<file path="src/rtl/xor_unit_bist.sv">
// Purpose: built-in self-test for the ALU XOR unit; drives corner + LFSR vectors, checks C against A^B.
// Latency: done rises NUM_VECTORS+LAT+1 cycles after start is accepted.
// Backpressure: none; start is only sampled in IDLE/DONE and ignored while busy.
module xor_unit_bist #(
    parameter int          WIDTH       = 32,
    parameter int          NUM_VECTORS = 256,
    parameter int          LAT         = 0,
    parameter int          CNT_W       = 16,
    parameter logic [31:0] SEED_A      = 32'hACE11234,
    parameter logic [31:0] SEED_B      = 32'h5EED0001
) (
    input  logic             clk,
    input  logic             rst_n,
    input  logic             start,
    output logic [WIDTH-1:0] a_out,
    output logic [WIDTH-1:0] b_out,
    input  logic [WIDTH-1:0] c_in,
    output logic             busy,
    output logic             done,
    output logic             pass,
    output logic [CNT_W-1:0] vec_idx,
    output logic [CNT_W-1:0] err_count,
    output logic [CNT_W-1:0] first_err_idx
);

    localparam logic [31:0]      POLY       = 32'h80200003;
    localparam logic [31:0]      PAT_A      = 32'hAAAAAAAA;
    localparam logic [31:0]      PAT_B      = 32'h55555555;
    localparam logic [31:0]      SEED_A_NZ  = (SEED_A == 32'd0) ? 32'd1 : SEED_A;
    localparam logic [31:0]      SEED_B_NZ  = (SEED_B == 32'd0) ? 32'd1 : SEED_B;
    localparam logic [CNT_W-1:0] LAST_IDX   = CNT_W'(NUM_VECTORS - 1);
    localparam logic [1:0]       DRAIN_LAST = 2'(LAT);

    typedef enum logic [1:0] {S_IDLE, S_DRIVE, S_DRAIN, S_DONE} state_t;

    state_t           state, state_nxt;
    logic [1:0]       drain_cnt;
    logic [31:0]      lfsr_a, lfsr_b;
    logic             accept;
    logic             drive_vld;
    logic [WIDTH-1:0] exp_now;
    logic [WIDTH-1:0] exp_d;
    logic [CNT_W-1:0] idx_d;
    logic             vld_d;
    logic             cmp_vld, cmp_miss;
    logic [CNT_W-1:0] cmp_idx;
    logic [CNT_W-1:0] err_nxt, first_nxt;

    function automatic logic [31:0] lfsr_step(input logic [31:0] x);
        return x[0] ? ((x >> 1) ^ POLY) : (x >> 1);
    endfunction

    assign accept    = start && ((state == S_IDLE) || (state == S_DONE));
    assign drive_vld = (state == S_DRIVE);
    assign busy      = (state == S_DRIVE) || (state == S_DRAIN);
    assign done      = (state == S_DONE);
    assign exp_now   = a_out ^ b_out;

    always_comb begin
        state_nxt = state;
        case (state)
            S_IDLE, S_DONE: if (start) state_nxt = S_DRIVE;
            S_DRIVE:        if (vec_idx == LAST_IDX) state_nxt = S_DRAIN;
            // DRAIN covers the LAT-deep pipe plus the registered compare stage
            S_DRAIN:        if (drain_cnt == DRAIN_LAST) state_nxt = S_DONE;
            default:        state_nxt = S_IDLE;
        endcase
    end

    always_ff @(posedge clk or negedge rst_n) begin
        if (!rst_n) begin
            state     <= S_IDLE;
            drain_cnt <= 2'd0;
        end else begin
            state     <= state_nxt;
            drain_cnt <= (state == S_DRAIN) ? drain_cnt + 2'd1 : 2'd0;
        end
    end

    // Vector k is loaded while vec_idx still holds k-1.
    always_ff @(posedge clk or negedge rst_n) begin
        if (!rst_n) begin
            a_out   <= '0;
            b_out   <= '0;
            vec_idx <= '0;
            lfsr_a  <= SEED_A_NZ;
            lfsr_b  <= SEED_B_NZ;
        end else if (accept) begin
            a_out   <= '0;
            b_out   <= '0;
            vec_idx <= '0;
            lfsr_a  <= SEED_A_NZ;
            lfsr_b  <= SEED_B_NZ;
        end else if (state == S_DRIVE) begin
            if (vec_idx == LAST_IDX) begin
                a_out <= '0;
                b_out <= '0;
            end else begin
                vec_idx <= vec_idx + CNT_W'(1);
                if (vec_idx == CNT_W'(0)) begin
                    a_out <= '1;
                    b_out <= '0;
                end else if (vec_idx == CNT_W'(1)) begin
                    a_out <= '1;
                    b_out <= '1;
                end else if (vec_idx == CNT_W'(2)) begin
                    a_out <= PAT_A[WIDTH-1:0];
                    b_out <= PAT_B[WIDTH-1:0];
                end else begin
                    a_out  <= lfsr_a[WIDTH-1:0];
                    b_out  <= lfsr_b[WIDTH-1:0];
                    lfsr_a <= lfsr_step(lfsr_a);
                    lfsr_b <= lfsr_step(lfsr_b);
                end
            end
        end
    end

    generate
        if (LAT > 0) begin : g_pipe
            logic [WIDTH-1:0] pipe_exp [LAT];
            logic [CNT_W-1:0] pipe_idx [LAT];
            logic             pipe_vld [LAT];

            always_ff @(posedge clk or negedge rst_n) begin
                if (!rst_n) begin
                    for (int i = 0; i < LAT; i++) begin
                        pipe_exp[i] <= '0;
                        pipe_idx[i] <= '0;
                        pipe_vld[i] <= 1'b0;
                    end
                end else begin
                    pipe_exp[0] <= exp_now;
                    pipe_idx[0] <= vec_idx;
                    pipe_vld[0] <= drive_vld;
                    for (int i = 1; i < LAT; i++) begin
                        pipe_exp[i] <= pipe_exp[i-1];
                        pipe_idx[i] <= pipe_idx[i-1];
                        pipe_vld[i] <= pipe_vld[i-1];
                    end
                end
            end

            assign exp_d = pipe_exp[LAT-1];
            assign idx_d = pipe_idx[LAT-1];
            assign vld_d = pipe_vld[LAT-1];
        end else begin : g_nopipe
            assign exp_d = exp_now;
            assign idx_d = vec_idx;
            assign vld_d = drive_vld;
        end
    endgenerate

    always_ff @(posedge clk or negedge rst_n) begin
        if (!rst_n) begin
            cmp_vld  <= 1'b0;
            cmp_miss <= 1'b0;
            cmp_idx  <= '0;
        end else begin
            cmp_vld  <= vld_d;
            cmp_miss <= (c_in != exp_d);
            cmp_idx  <= idx_d;
        end
    end

    always_comb begin
        err_nxt   = err_count;
        first_nxt = first_err_idx;
        if (cmp_vld && cmp_miss) begin
            if (err_count != '1) err_nxt = err_count + CNT_W'(1);
            if (first_err_idx == '1) first_nxt = cmp_idx;
        end
    end

    // pass is evaluated on err_nxt so the final compare is included when done rises.
    always_ff @(posedge clk or negedge rst_n) begin
        if (!rst_n) begin
            err_count     <= '0;
            first_err_idx <= '1;
            pass          <= 1'b0;
        end else if (accept) begin
            err_count     <= '0;
            first_err_idx <= '1;
            pass          <= 1'b0;
        end else begin
            err_count     <= err_nxt;
            first_err_idx <= first_nxt;
            if ((state == S_DRAIN) && (state_nxt == S_DONE)) pass <= (err_nxt == '0);
        end
    end

endmodule

</file>
<file path="config.mk">
export PLATFORM = sky130hd
export DESIGN_NAME = xor_unit_bist
export DESIGN_NICKNAME = d
export VERILOG_FILES = /design/src/rtl/xor_unit_bist.sv
export SDC_FILE = /design/constraint.sdc
export NUM_CORES = 1
export LEC_CHECK = 0
export ABC_AREA = 1
export CORE_UTILIZATION = 40
export CTS_CLUSTER_SIZE = 40
export DETAILED_ROUTE_END_ITERATION = 6
export MAX_ROUTING_LAYER = met4
export PLACE_DENSITY = 0.66
export SLEW_MARGIN = 40
export SYNTH_ARGS = -nofsm -noshare
export SYNTH_HDL_FRONTEND = slang
export SYNTH_SLANG_ARGS = --single-unit
</file>
<file path="constraint.sdc">
create_clock -name clk -period 3.2 [get_ports clk]
set_input_delay 0.64 -clock clk [delete_from_list [all_inputs] [get_ports clk]]
set_output_delay 0.64 -clock clk [all_outputs]
set_load 0.1 [all_outputs]
</file>
* After elaboration in Yosys (flattened, before gate mapping)
Index checks and enable logic that the tools add are counted.
** Storage, ports and cells
- Bits of input ports :: 35
- Register bits after elaboration :: 199
** Operators by class
- Bitwise logic cells :: 3
- Reduce and logical (&&, ||, !) cells :: 17
- Eq/ne operators :: 14
- Add/subtract/negate cells :: 3
- Multiplexer cells :: 42
** Operator list (count)
- 32-bit 2-to-1 mux :: 26
- 16-bit 2-to-1 mux :: 9
- 16-bit by 1-bit adder with 16-bit output, second input constant :: 2
- 16-bit zero test :: 2
- 32-bit != test :: 1
- 32-bit XOR :: 1
- 16-bit by 1-bit equality test with 1-bit output, second input constant :: 1
- 16-bit equality test, second input constant :: 1
- 16-bit by 2-bit equality test with 1-bit output, second input constant :: 1
- 16-bit by 8-bit equality test with 1-bit output, second input constant :: 1
- 16-bit != test, second input constant :: 1
- 2-bit 2-to-1 mux :: 4
- 2-bit != test, second input constant :: 4
- 3-bit inverter with 4-bit output :: 2
- 2-bit nonzero test :: 4
- 2-bit equality test, second input constant :: 3
- 2-bit one-hot mux with 3 select lines :: 1
- 5-bit AND reduction :: 1
- 2-bit zero test :: 2
- 2-bit AND reduction :: 2
- 1-bit logical AND :: 3
- 2-bit by 1-bit adder with 2-bit output, second input constant :: 1
- 2-bit by 1-bit equality test with 1-bit output, second input constant :: 1
- 1-bit logical OR :: 2
- other kinds (2) :: 3

* Longest topological paths before layout
- Depth after elaboration :: 8
- Gate-level depth with buffers :: 15

* Least setup slack after synthesis
No wires, ideal clock.
- Path kind :: reg-to-reg
- Start :: reg vec_idx[1]
- End :: reg b_out[17]
- Cell stages (with the launch flop) :: 14
- Setup time :: 0.122 ns
- Required time :: 3.078 ns
- Arrival time :: 2.509 ns
- Path buffers :: 2
- Period minus slack after synthesis :: 2.631 ns
- Path slack :: 0.569 ns
- Path through :: dfrtp_1 -> ha_1 -> nand2_1 -> inv_2 -> nand2_1 -> nor2_2 -> nand2_2 -> nand2_2 -> nor2_1 -> buf_4 -> nand2_4 -> inv_4 -> buf_6 -> a22o_1
** On the way
- Cells in the longest elaborated chain, start to end :: 7
- Elaborated cells between the ends (all ways) :: 10
** Ends and longest elaborated chain
- from (decl) :: line 21 : output logic [CNT_W-1:0] vec_idx,
- from (signal assigned) :: line 99 : vec_idx <= vec_idx + CNT_W'(1);
- 16-bit by 2-bit equality test with 1-bit output :: line 106 : end else if (vec_idx == CNT_W'(2)) begin
- 32-bit 2-to-1 mux :: line 106
- 32-bit 2-to-1 mux :: line 103 : end else if (vec_idx == CNT_W'(1)) begin
- 32-bit 2-to-1 mux :: line 100 : if (vec_idx == CNT_W'(0)) begin
- 32-bit 2-to-1 mux * :: line 95 : if (vec_idx == LAST_IDX) begin
- 32-bit 2-to-1 mux * :: line 94 : end else if (state == S_DRIVE) begin
- 32-bit 2-to-1 mux * :: line 88 : end else if (accept) begin
- to (signal assigned) :: line 108 : b_out <= PAT_B[WIDTH-1:0];
- to (signal assigned) :: line 111 : b_out <= lfsr_b[WIDTH-1:0];
- to (decl) :: line 16 : output logic [WIDTH-1:0] b_out,
Mark *: on every way between the ends. The rest lies on a longest branch, timed or not. The select of a mux whose other input is x is not followed.
A chain may end at the register's enable or synchronous reset.

* Worst setup path after layout
- Start :: reg vec_idx[0]
- End :: reg lfsr_a[26]
** On the way
- Cells in the longest elaborated chain, start to end :: 3
- Elaborated cells between the ends (all ways) :: 9
** Ends and longest elaborated chain
- 16-bit by 2-bit equality test with 1-bit output, or another cell as far along :: line 106
- 2-bit != test (no source line)
- 5-bit AND reduction (no source line) *
- to (signal assigned) :: line 112 : lfsr_a <= lfsr_step(lfsr_a);
- to (decl) :: line 38 : logic [31:0] lfsr_a, lfsr_b;
Mark *: on every way between the ends. The rest lies on a longest branch, timed or not.

==> summary.txt <==
Die
  • Die H: 155 µm
  • # IOs: 150
  • Die X-Extent: 155 µm
  • Core box area: 22700 µm²
  • Die ar.: 23900 µm²
  • Site Rows: 55
  • Initial Utilization: 41.0%

Global route
  • First-pass GRT wire length: 40.5 mm
  • Initial antenna violation count: 0
  • Grt total ovfl: 0
  • Largest net degree at the start of global routing: 68
  • Vias in the first global route: 7287
  • Overall Global Routing Usage: 22.5%

Job
  • Max-cap viol count: 0

STA
  • Slew @ Worst Pin: 0.800 ns
  • Tmin final: 2.73 ns
  • Fin crit share: 85.2%
  • Clk_skew: 0.0139 ns
  • Max frequency: 367 MHz
  • Max Transition Viols Final: 0
  • Final TNS setup: 0 ns
  • Final setup fails: 0
  • Slew margin rel.: 46.5%
  • Final Hold Viols: 0
  • RSZ-0062 raised after global routing: no

Clocking
  • CTS H-Tree Depth: 4
  • CTS Buf Count: 17
  • Post-CTS sizing: 0
  • Clock Pin Slew Worst Setup and Hold Paths: 0.08 ns
  • Root Driver: clkbuf_16
  • CTS tree: yes
  • CTS Hold Bufs: 0
  • Clock sink count: 199
  • CTS max path bufs: 2
  • Buffer count from post-CTS setup fixing: 0
  • Worst-Skew Late Latency: 0.44 ns

Synth
  • Syn_area_per_cell: 8.95 µm²
  • Mapped Area: 9300 µm²
  • Post-Syn Nets: 1084
  • Post-Synthesis Cells: 1040
  • Seq/Total Area, Yosys: 54.1%
  • Netlist cell types: 41
  • Async SR Flop Fraction: 100%
  • FF+latch count, synth: 199
  • Warning count from the yosys run: 0
  • Post-synth EDFFs: 0
  • Top_reg_cell synth: dfrtp_1

Hold path
  • Min-delay worst type: primary input to async pin

Drt
  • DRC: 0
  • Vias per inst: 5.19
  • Post-route ant nets: 0
  • Via Count: 7683
  • Drt wl/cell: 17.1 µm
  • DRT iter0 DRCs: 718
  • DRT Wirelength: 25.3 mm
  • First-pass DRT Iterations: 5

Status
  • Status: finished, final reports clean

Cells and area
  • ANT cells: 0
  • # nets final: 1225
  • Filler cell count: 2126
  • Most common cell after layout, fill and taps aside: nand2_1
  • Most frequent cells in the layout: 206 x nand2_1, 158 x dfrtp_1, 130 x buf_4
  • Layout area overhead: 23.2%
  • Layout cells sized above 1: 18.9%

Placement
  • Dpl hpwl: 18.0 mm
  • RD Place Congestion: 0.850
  • Count of input and output buffers: 149

Worst setup path
  • Worst Path Arrival: 3.08 ns
  • Crit. End Element: flip-flop
  • WS Path Type: flip-flop to flip-flop
  • Startpoint types: flip-flop
  • Critical Path Most Common Cell: nand2_2
  • CP max stage cell: nand2_2
  • Worst Path Max Fanout: 38
  • Critical-path cell list: ha_1 -> nand2_1 -> inv_2 -> nand2_1 -> nor2_2 -> nand2_2 -> nand2_2 -> inv_2 -> nand3_2 -> nand2_2 -> o21ai_0 -> o21ai_1
  • Crit path required time: 3.55 ns
  • Largest stage delay, worst path: 0.66 ns
## cell families (layout without fill, tap and decap cells)
group	after synthesis	count (layout)	synth area share, %
and+or+nand+nor	407	407	18.8
AOI/OAI and AO/OA	216	216	12.9
DFF	199	199	54.1
buffers and inverters	136	290	6.15
xor gates and xnor gates	73	73	6.87
adders and majority gates	9	9	1.21
## path summary, 6_finish.rpt
path | cells after the start | end | from | slack [ns]
worst max-delay path | 12 | lfsr_a[26] | vec_idx[0] | 0.47
worst min-delay path | 1 | cmp_idx[5] | rst_n | 0.18
worst max register to register | 12 | lfsr_a[26] | vec_idx[0] | 0.47
worst min register to register | 1 | drain_cnt[0] | drain_cnt[0] | 0.45
max in group asynchronous | 2 | lfsr_a[9] | rst_n | 2.22
min in group clk | 1 | drain_cnt[0] | drain_cnt[0] | 0.45
## cell type report
| type | count | area (µm²) | share of cell area, % |
|---|---|---|---|
| Clock buffer | 17 | 425 | 3.71 |
| Clock inverter | 15 | 225 | 1.97 |
| Inverter | 92 | 348 | 3.04 |
| Multi-Input combinational cell | 705 | 3710 | 32.4 |
| Sequential cell | 199 | 5030 | 43.9 |
| Tap cell | 285 | 357 | 3.11 |
| Timing Repair Buffer | 166 | 1360 | 11.9 |
## worst max-delay path: cells and delay by family (launching register included)
| family | cells | cell delay [ns] |
|---|---|---|
| and+or+nand+nor | 7 | 1.39 |
| DFF | 1 | 0.47 |
| AOI/OAI and AO/OA | 2 | 0.31 |
| adders and majority gates | 1 | 0.25 |
| buffers and inverters | 2 | 0.21 |
## Yosys cell counts (all sizes together) (2+ instances only)
master	n	area [µm²]
o31ai	9	67.6
nand2	215	830
inv	92	348
nand4	14	93.8
nor3	18	90.1
o21ai	139	696
o211ai	3	22.5
nor4	6	37.5
dfstp	41	1080
buf	20	133
clkbuf	24	91.3
a22o	17	149
nor2	84	335
ha	9	113
nand3	68	345
dfrtp	158	3950
xnor2	49	429
a21oi	38	190
o21bai	3	22.5
xor2	24	210
o21a	2	15.0
## sequential cells by signal, summed over array words and instances (netlist names), 16 cells and up
register,flops
a_out,32
b_out,32
lfsr_a,32
lfsr_b,32
cmp_idx,16
err_count,16
first_err_idx,16
vec_idx,16
## per-layer routing
layer / track usage (%) / part of all wire, % / vias to the layer above
li1: - / - / 3705
met1: 31.6 / 47 / 3752
met2: 34.1 / 47 / 197
met3: 3.28 / 4.4 / 29
met4: 5.56 / 1.4 / 0
met5: - / 0 / -
## stage by stage
step | utilization (%) | setup slack [ns] | hold WS (ns) | cell area [µm²] | cells
2_1_floorplan | - | 0.569 | 0.344 | 9300 | 1040
3_3_place_gp | 47.6 | 0.483 | 0.417 | 10800 | 1447
3_5_place_dp | 47.6 | 0.405 | 0.441 | 10800 | 1447
4_1_cts | 50.5 | 0.447 | 0.190 | 11500 | 1479
5_1_grt | 50.5 | 0.238 | 0.208 | 11500 | 1479
6_report | 50.5 | 0.473 | 0.176 | 11500 | 1479
Power is left out: the tool's default activity adds up to more than one toggle a clock period on the data nets, which glitch-free logic cannot reach.
